--- src/rtl/ctl_arb_pkg.sv ---
// Shared types and constants for the control-source arbiter: source ids,
// joystick bit positions, keyboard scan codes and the button bundle.
package ctl_arb_pkg;

    typedef enum logic [1:0] {
        SRC_KBD = 2'd0,
        SRC_USB = 2'd1,
        SRC_DB  = 2'd2
    } src_e;

    typedef enum logic {
        ST_IDLE,
        ST_OWNED
    } arb_state_e;

    localparam int unsigned BTN_R      = 0;
    localparam int unsigned BTN_L      = 1;
    localparam int unsigned BTN_THRUST = 4;
    localparam int unsigned BTN_FIRE   = 5;
    localparam int unsigned BTN_START  = 6;

    // Left/right are matched on the low byte only (extended-key prefix ignored)
    localparam logic [7:0] SC_LEFT_LO  = 8'h6B;
    localparam logic [7:0] SC_RIGHT_LO = 8'h74;
    localparam logic [8:0] SC_THRUST   = 9'h029;
    localparam logic [8:0] SC_FIRE     = 9'h014;
    localparam logic [8:0] SC_START_A  = 9'h005;
    localparam logic [8:0] SC_START_B  = 9'h016;

    typedef struct packed {
        logic start;
        logic fire;
        logic thrust;
        logic left;
        logic right;
    } btns_t;

    function automatic logic any_btn(input btns_t b);
        return |b;
    endfunction

endpackage

--- src/rtl/kbd_ctl_decode.sv ---
// PS/2 event decoder: detects ps2_key[10] toggles and holds one latch per
// game button, set/cleared by the pressed flag of the matching scan code.
module kbd_ctl_decode
    import ctl_arb_pkg::*;
(
    input  logic        clk_sys,
    input  logic        reset,
    input  logic [10:0] ps2_key,
    output btns_t       kbd_btn,
    output btns_t       kbd_btn_nxt
);

    logic  key_tgl_q;
    btns_t btn_q;
    btns_t btn_d;
    logic  key_event;
    logic  pressed;

    assign key_event = ps2_key[10] != key_tgl_q;
    assign pressed   = ps2_key[9];

    always_comb begin
        btn_d = btn_q;
        if (key_event) begin
            if (ps2_key[7:0] == SC_LEFT_LO) begin
                btn_d.left = pressed;
            end else if (ps2_key[7:0] == SC_RIGHT_LO) begin
                btn_d.right = pressed;
            end else if (ps2_key[8:0] == SC_THRUST) begin
                btn_d.thrust = pressed;
            end else if (ps2_key[8:0] == SC_FIRE) begin
                btn_d.fire = pressed;
            end else if (ps2_key[8:0] == SC_START_A || ps2_key[8:0] == SC_START_B) begin
                btn_d.start = pressed;
            end
        end
    end

    // Capturing the toggle bit during reset suppresses a phantom event on exit
    always_ff @(posedge clk_sys) begin
        key_tgl_q <= ps2_key[10];
        if (reset) begin
            btn_q <= '0;
        end else begin
            btn_q <= btn_d;
        end
    end

    assign kbd_btn     = btn_q;
    assign kbd_btn_nxt = btn_d;

endmodule

--- src/rtl/ctl_source_arbiter.sv ---
// Grants the game controls to one of keyboard / USB / DB joystick, holds the
// grant while the owner is active and releases it after idle frames.
module ctl_source_arbiter
    import ctl_arb_pkg::*;
#(
    parameter int unsigned RELEASE_FRAMES = 120
) (
    input  logic        clk_sys,
    input  logic        reset,
    input  logic [10:0] ps2_key,
    input  logic [15:0] joy_usb,
    input  logic [15:0] joy_db,
    input  logic        db_ena,
    input  logic        vsync,
    output logic        ctl_left,
    output logic        ctl_right,
    output logic        ctl_thrust,
    output logic        ctl_fire,
    output logic        ctl_start,
    output logic [1:0]  owner,
    output logic        owner_valid
);

    localparam logic [7:0] REL_CNT = 8'(RELEASE_FRAMES);

    btns_t      kbd_btn;
    btns_t      kbd_btn_nxt;
    btns_t      usb_btn;
    btns_t      db_btn;
    btns_t      own_btn;
    btns_t      ctl_d;

    arb_state_e state_q, state_d;
    src_e       owner_q, owner_d;
    logic [7:0] cnt_q, cnt_d;
    logic       vsync_q;
    logic       vs_rise;
    logic       act_kbd, act_usb, act_db, owner_act;
    logic       unused_joy;

    kbd_ctl_decode u_kbd (
        .clk_sys     (clk_sys),
        .reset       (reset),
        .ps2_key     (ps2_key),
        .kbd_btn     (kbd_btn),
        .kbd_btn_nxt (kbd_btn_nxt)
    );

    assign usb_btn = '{start:  joy_usb[BTN_START],
                       fire:   joy_usb[BTN_FIRE],
                       thrust: joy_usb[BTN_THRUST],
                       left:   joy_usb[BTN_L],
                       right:  joy_usb[BTN_R]};

    assign db_btn  = db_ena ? '{start:  joy_db[BTN_START],
                                fire:   joy_db[BTN_FIRE],
                                thrust: joy_db[BTN_THRUST],
                                left:   joy_db[BTN_L],
                                right:  joy_db[BTN_R]} : '0;

    assign unused_joy = ^{joy_usb[15:7], joy_usb[3:2], joy_db[15:7], joy_db[3:2]};

    // Keyboard activity looks at the pending latch value so a key event and a
    // joystick press arriving together are arbitrated in the same cycle.
    assign act_kbd = any_btn(kbd_btn_nxt);
    assign act_usb = any_btn(usb_btn);
    assign act_db  = any_btn(db_btn);
    assign vs_rise = vsync & ~vsync_q;

    always_comb begin
        unique case (owner_q)
            SRC_KBD: begin own_btn = kbd_btn; owner_act = act_kbd; end
            SRC_USB: begin own_btn = usb_btn; owner_act = act_usb; end
            default: begin own_btn = db_btn;  owner_act = act_db;  end
        endcase
    end

    always_comb begin
        state_d     = state_q;
        owner_d     = owner_q;
        cnt_d       = cnt_q;
        ctl_d       = '0;
        ctl_d.start = kbd_btn.start | usb_btn.start | db_btn.start;

        unique case (state_q)
            ST_IDLE: begin
                cnt_d = '0;
                if (act_kbd) begin
                    state_d = ST_OWNED;
                    owner_d = SRC_KBD;
                end else if (act_usb) begin
                    state_d = ST_OWNED;
                    owner_d = SRC_USB;
                end else if (act_db) begin
                    state_d = ST_OWNED;
                    owner_d = SRC_DB;
                end
            end
            ST_OWNED: begin
                ctl_d.left   = own_btn.left;
                ctl_d.right  = own_btn.right;
                ctl_d.thrust = own_btn.thrust;
                ctl_d.fire   = own_btn.fire;
                if (owner_q == SRC_DB && !db_ena) begin
                    state_d = ST_IDLE;
                    cnt_d   = '0;
                end else if (owner_act) begin
                    cnt_d = '0;
                end else if (cnt_q == REL_CNT) begin
                    state_d = ST_IDLE;
                    cnt_d   = '0;
                end else if (vs_rise && cnt_q != '1) begin
                    cnt_d = cnt_q + 8'd1;
                end
            end
            default: begin
                state_d = ST_IDLE;
                cnt_d   = '0;
            end
        endcase
    end

    always_ff @(posedge clk_sys) begin
        vsync_q <= vsync;
    end

    always_ff @(posedge clk_sys) begin
        if (reset) begin
            state_q    <= ST_IDLE;
            owner_q    <= SRC_KBD;
            cnt_q      <= '0;
            ctl_left   <= 1'b0;
            ctl_right  <= 1'b0;
            ctl_thrust <= 1'b0;
            ctl_fire   <= 1'b0;
            ctl_start  <= 1'b0;
        end else begin
            state_q    <= state_d;
            owner_q    <= owner_d;
            cnt_q      <= cnt_d;
            ctl_left   <= ctl_d.left;
            ctl_right  <= ctl_d.right;
            ctl_thrust <= ctl_d.thrust;
            ctl_fire   <= ctl_d.fire;
            ctl_start  <= ctl_d.start;
        end
    end

    assign owner       = owner_q;
    assign owner_valid = state_q == ST_OWNED;

endmodule

--- config.mk ---
export PLATFORM = sky130hd
export DESIGN_NAME = ctl_source_arbiter
export DESIGN_NICKNAME = d
export VERILOG_FILES = /design/src/rtl/ctl_arb_pkg.sv /design/src/rtl/kbd_ctl_decode.sv /design/src/rtl/ctl_source_arbiter.sv
export SDC_FILE = /design/constraint.sdc
export NUM_CORES = 1
export LEC_CHECK = 0
export BUFFER_PORTS_ARGS = -buffer_cell sky130_fd_sc_hd__buf_2
export CORE_UTILIZATION = 40
export CTS_CLUSTER_SIZE = 25
export DETAILED_ROUTE_END_ITERATION = 6
export PLACE_DENSITY = 0.69
export SLEW_MARGIN = 20
export SYNTH_ARGS = -nofsm -noshare
export SYNTH_HDL_FRONTEND = slang
export SYNTH_SLANG_ARGS = --single-unit
--- constraint.sdc ---
create_clock -name clk_sys -period 6.6 [get_ports clk_sys]
set_input_delay 1.32 -clock clk_sys [delete_from_list [all_inputs] [get_ports clk_sys]]
set_output_delay 1.32 -clock clk_sys [all_outputs]
set_load 0.005 [all_outputs]
==> flow_metrics.env <==
export IMPL_cts_tree="built"
export IMPL_netlist_area_sq_um=1300
export IMPL_grt_max_degree=18
export IMPL_maxCapViolations=0
export IMPL_grt_pass1_vias=1124
export IMPL_wl_per_cell_um=13.2
export IMPL_cp_required_ps=6810
export IMPL_seqCellArea_sq_um=460
export IMPL_cts_hold_buffers_added=0
export IMPL_tightest_slew_ps=663
export IMPL_fillCellCount=305
export IMPL_start_kind="primary input"
export IMPL_dp_slack_ps=3200
export IMPL_postSynthAreaPerCell_sq_um=8.63
export IMPL_io_buffers=32
export IMPL_hold_viol=0
export IMPL_crit_top_cell="a221oi_4"
export IMPL_cts_root_buf="clkbuf_4"
export IMPL_r2r_start="u_kbd.key_tgl_q$_DFF_P_"
export IMPL_grt_remaining_overflow=0
export IMPL_use_met2_pct=32.6
export IMPL_yosys_top_cells_count="nor2_1, dfxtp_1, nand2_1"
export IMPL_power_leakage_nw=0.586
export IMPL_syn_to_final_growth_pct=17.4
export IMPL_drive_gt1_share_pct=24.0
export IMPL_ys_seq_area_share_pct=35.3
export IMPL_hpwl_um=2270
export IMPL_crit_fanout=9
export IMPL_finalClockSkew_ps=3.48
export IMPL_worstSetupEndpointType="flop"
export IMPL_hold_depth=2
export IMPL_final_area_sq_um=1530
export IMPL_rows=20
export IMPL_r2r_cells=6
export IMPL_fp_dieH_um=59.1
export IMPL_slowest_stage="a221oi_4"
export IMPL_place_area_sq_um=1500
export IMPL_core_area_sq_um=3080
export IMPL_rrSetupSlack_ps=4390
export IMPL_multi_input_area_sq_um=810
export IMPL_clock_tree_buffer_depth=2
export IMPL_use_met3_pct=4.59
export IMPL_ys_flop_type="dfxtp_1"
export IMPL_drc=0
export IMPL_antennaDiodeCount=0
export IMPL_ios=55
export IMPL_grt_pass1_wl_um=4820
export IMPL_synth_cell_type_count=44
export IMPL_arrival_ps=3280
export IMPL_max_slew_margin_pct=55.5
export IMPL_htreeDepth=1
export IMPL_r2r_end="owner_valid$_SDFF_PP0_"
export IMPL_die_x_um=59.1
export IMPL_antenna_found_initial=0
export IMPL_first_iter_violations=98
export IMPL_cp_slowest_stage_delay_ps=420
export IMPL_min_path_type="flop to flop"
export IMPL_cts_sinks=23
export IMPL_fin_crit_sh_pct=46.6
export IMPL_gp_congestion=0.851
export IMPL_post_synth_top_count_cell="nor2_1"
export IMPL_vias=1249
export IMPL_fin_nets=233
export IMPL_grt_setup_unrepaired="no"
export IMPL_fmax_mhz=325
export IMPL_die_area_sq_um=3490
export IMPL_postLayoutCoreUtil_pct=49.7
export IMPL_start_util_pct=42.4
export IMPL_cts_resized=0
export IMPL_setup_worst_path_class="primary input to flop"
export IMPL_vdd_drop_max_uv=159
export IMPL_synth_nets=200
export IMPL_setup_viol=0
export IMPL_whs_endpoint="cnt_q[6]$_SDFFE_PP0P_"
export IMPL_total_power_w=0.000321
export IMPL_worst_slack_ps=3520
export IMPL_holdCritStartpoint="cnt_q[6]$_SDFFE_PP0P_"
export IMPL_final_antenna_net_count=0
export IMPL_ys_top_cells_by_area="dfxtp_1, nor2_1, mux2i_1, a221oi_4, xnor2_1"
export IMPL_clk_pin_slew_ps=120
export IMPL_yosysWarnings=0
export IMPL_synth_top_cell_area_share_pct=35.3
export IMPL_status="complete, no violations"
export IMPL_ys_ff_latch=23
export IMPL_clk_latency_ps=300
export IMPL_cts_made_buffers=3
export IMPL_powerDensity_nw_per_um2=210
export IMPL_avgViaCountPerCell=5.50
export IMPL_min_period_ps=3080
export IMPL_busiest_layer="met2"
export IMPL_tns_ps=0
export IMPL_async_reset_ff_share_pct=0
export IMPL_slew_violations=0
export IMPL_synth_top_area_cell="dfxtp_1"
export IMPL_path_cells="buf_2 > nor4b_2 > o21ai_1 > a221o_1 > a221oi_4 > a221oi_4 > a311o_1"
export IMPL_synth_edf_count=0
export IMPL_grt_util_all_layers_pct=17.8
export IMPL_firstDrtPassIters=4
export IMPL_post_cts_setup_buffers=0
export IMPL_use_met1_pct=21.0
export IMPL_synthCells=151
export IMPL_finalWirelength_um=3000
## flip-flops by register name (all words and copies together) (netlist names)
signal	flops
cnt_q	8
ctl_right	1
ctl_left	1
ctl_start	1
u_kbd.key_tgl_q	1
owner	2
owner_valid	1
vsync_q	1
ctl_thrust	1
u_kbd.kbd_btn	5
ctl_fire	1
## worst max-delay path by stage
stage,start,to,slack [ps],cells past startpoint
floorplan,ps2_key[4],owner_valid$_SDFF_PP0_,3530,6
global placement,ps2_key[3],owner_valid$_SDFF_PP0_,3260,7
detailed placement,ps2_key[3],owner_valid$_SDFF_PP0_,3200,7
CTS,ps2_key[3],owner_valid$_SDFF_PP0_,3530,7
global route,ps2_key[3],owner_valid$_SDFF_PP0_,3440,7
finish,ps2_key[3],owner_valid$_SDFF_PP0_,3520,7
## worst max-delay path, delay by kind of cell
kind                   cells  cell delay, ps
AOI/OAI and AO/OA          5            1520
and+or+nand+nor            1             330
buffers and inverters      1             120
## placed cells by master, fill, tap and decap left out, drive strengths merged, types with 2 or more instances in the layout
cell	synthesis	layout
a31oi	6	6
inv	5	5
a221oi	2	2
clkbuf	3	4
mux2i	7	7
nand3	3	3
nand4	4	4
dfxtp	23	23
a21oi	2	2
nand2	12	12
or4	2	2
nor2	32	32
o21ai	4	4
a21boi	2	2
nor4	6	6
ha	2	2
xnor2	6	6
buf	1	32
nor3b	3	3
xor2	2	2
and4	2	2
nand3b	3	3
a211oi	2	2
## power by group
group | switching [W] | internal (W) | leakage [nW]
clock network | 0.0000398 | 0.0000236 | 0.0150
logic | 0.0000507 | 0.0000396 | 0.383
registers | 0.0000184 | 0.000149 | 0.187
## layer usage
metal	part of all wire [%]	wire [um]	vias up
met5	0	0	-
met2	51	1530	34
met4	0.43	13	0
met3	4.2	126	2
li1	-	-	613
met1	44	1330	600
## logic make-up (layout without fill, tap and decap cells)
group / Yosys count / in the layout / synth area share, %
adders and majority gates: 2 / 2 / 1.92
muxes: 8 / 8 / 6.24
AOI/OAI and AO/OA: 25 / 25 / 16.6
buffers and inverters: 9 / 41 / 2.59
and+or+nand+nor: 76 / 76 / 31.4
DFF: 23 / 23 / 35.3
xor gates and xnor gates: 8 / 8 / 5.95
## through the flow
stage          hold slack [ps]  cells
2_1_floorplan              474    151
3_3_place_gp               529    223
3_5_place_dp               531    223
4_1_cts                    556    227
5_1_grt                    581    227
6_report                   553    227
## cell type report
class / instances / area share (%)
inverters: 5 / 1.23
clock buffers: 4 / 1.72
flip-flops and latches: 23 / 30.1
multi-input cells: 119 / 52.9
repair buffers: 32 / 10.5
well taps: 44 / 3.60
(Power assumes the default switching activity.)
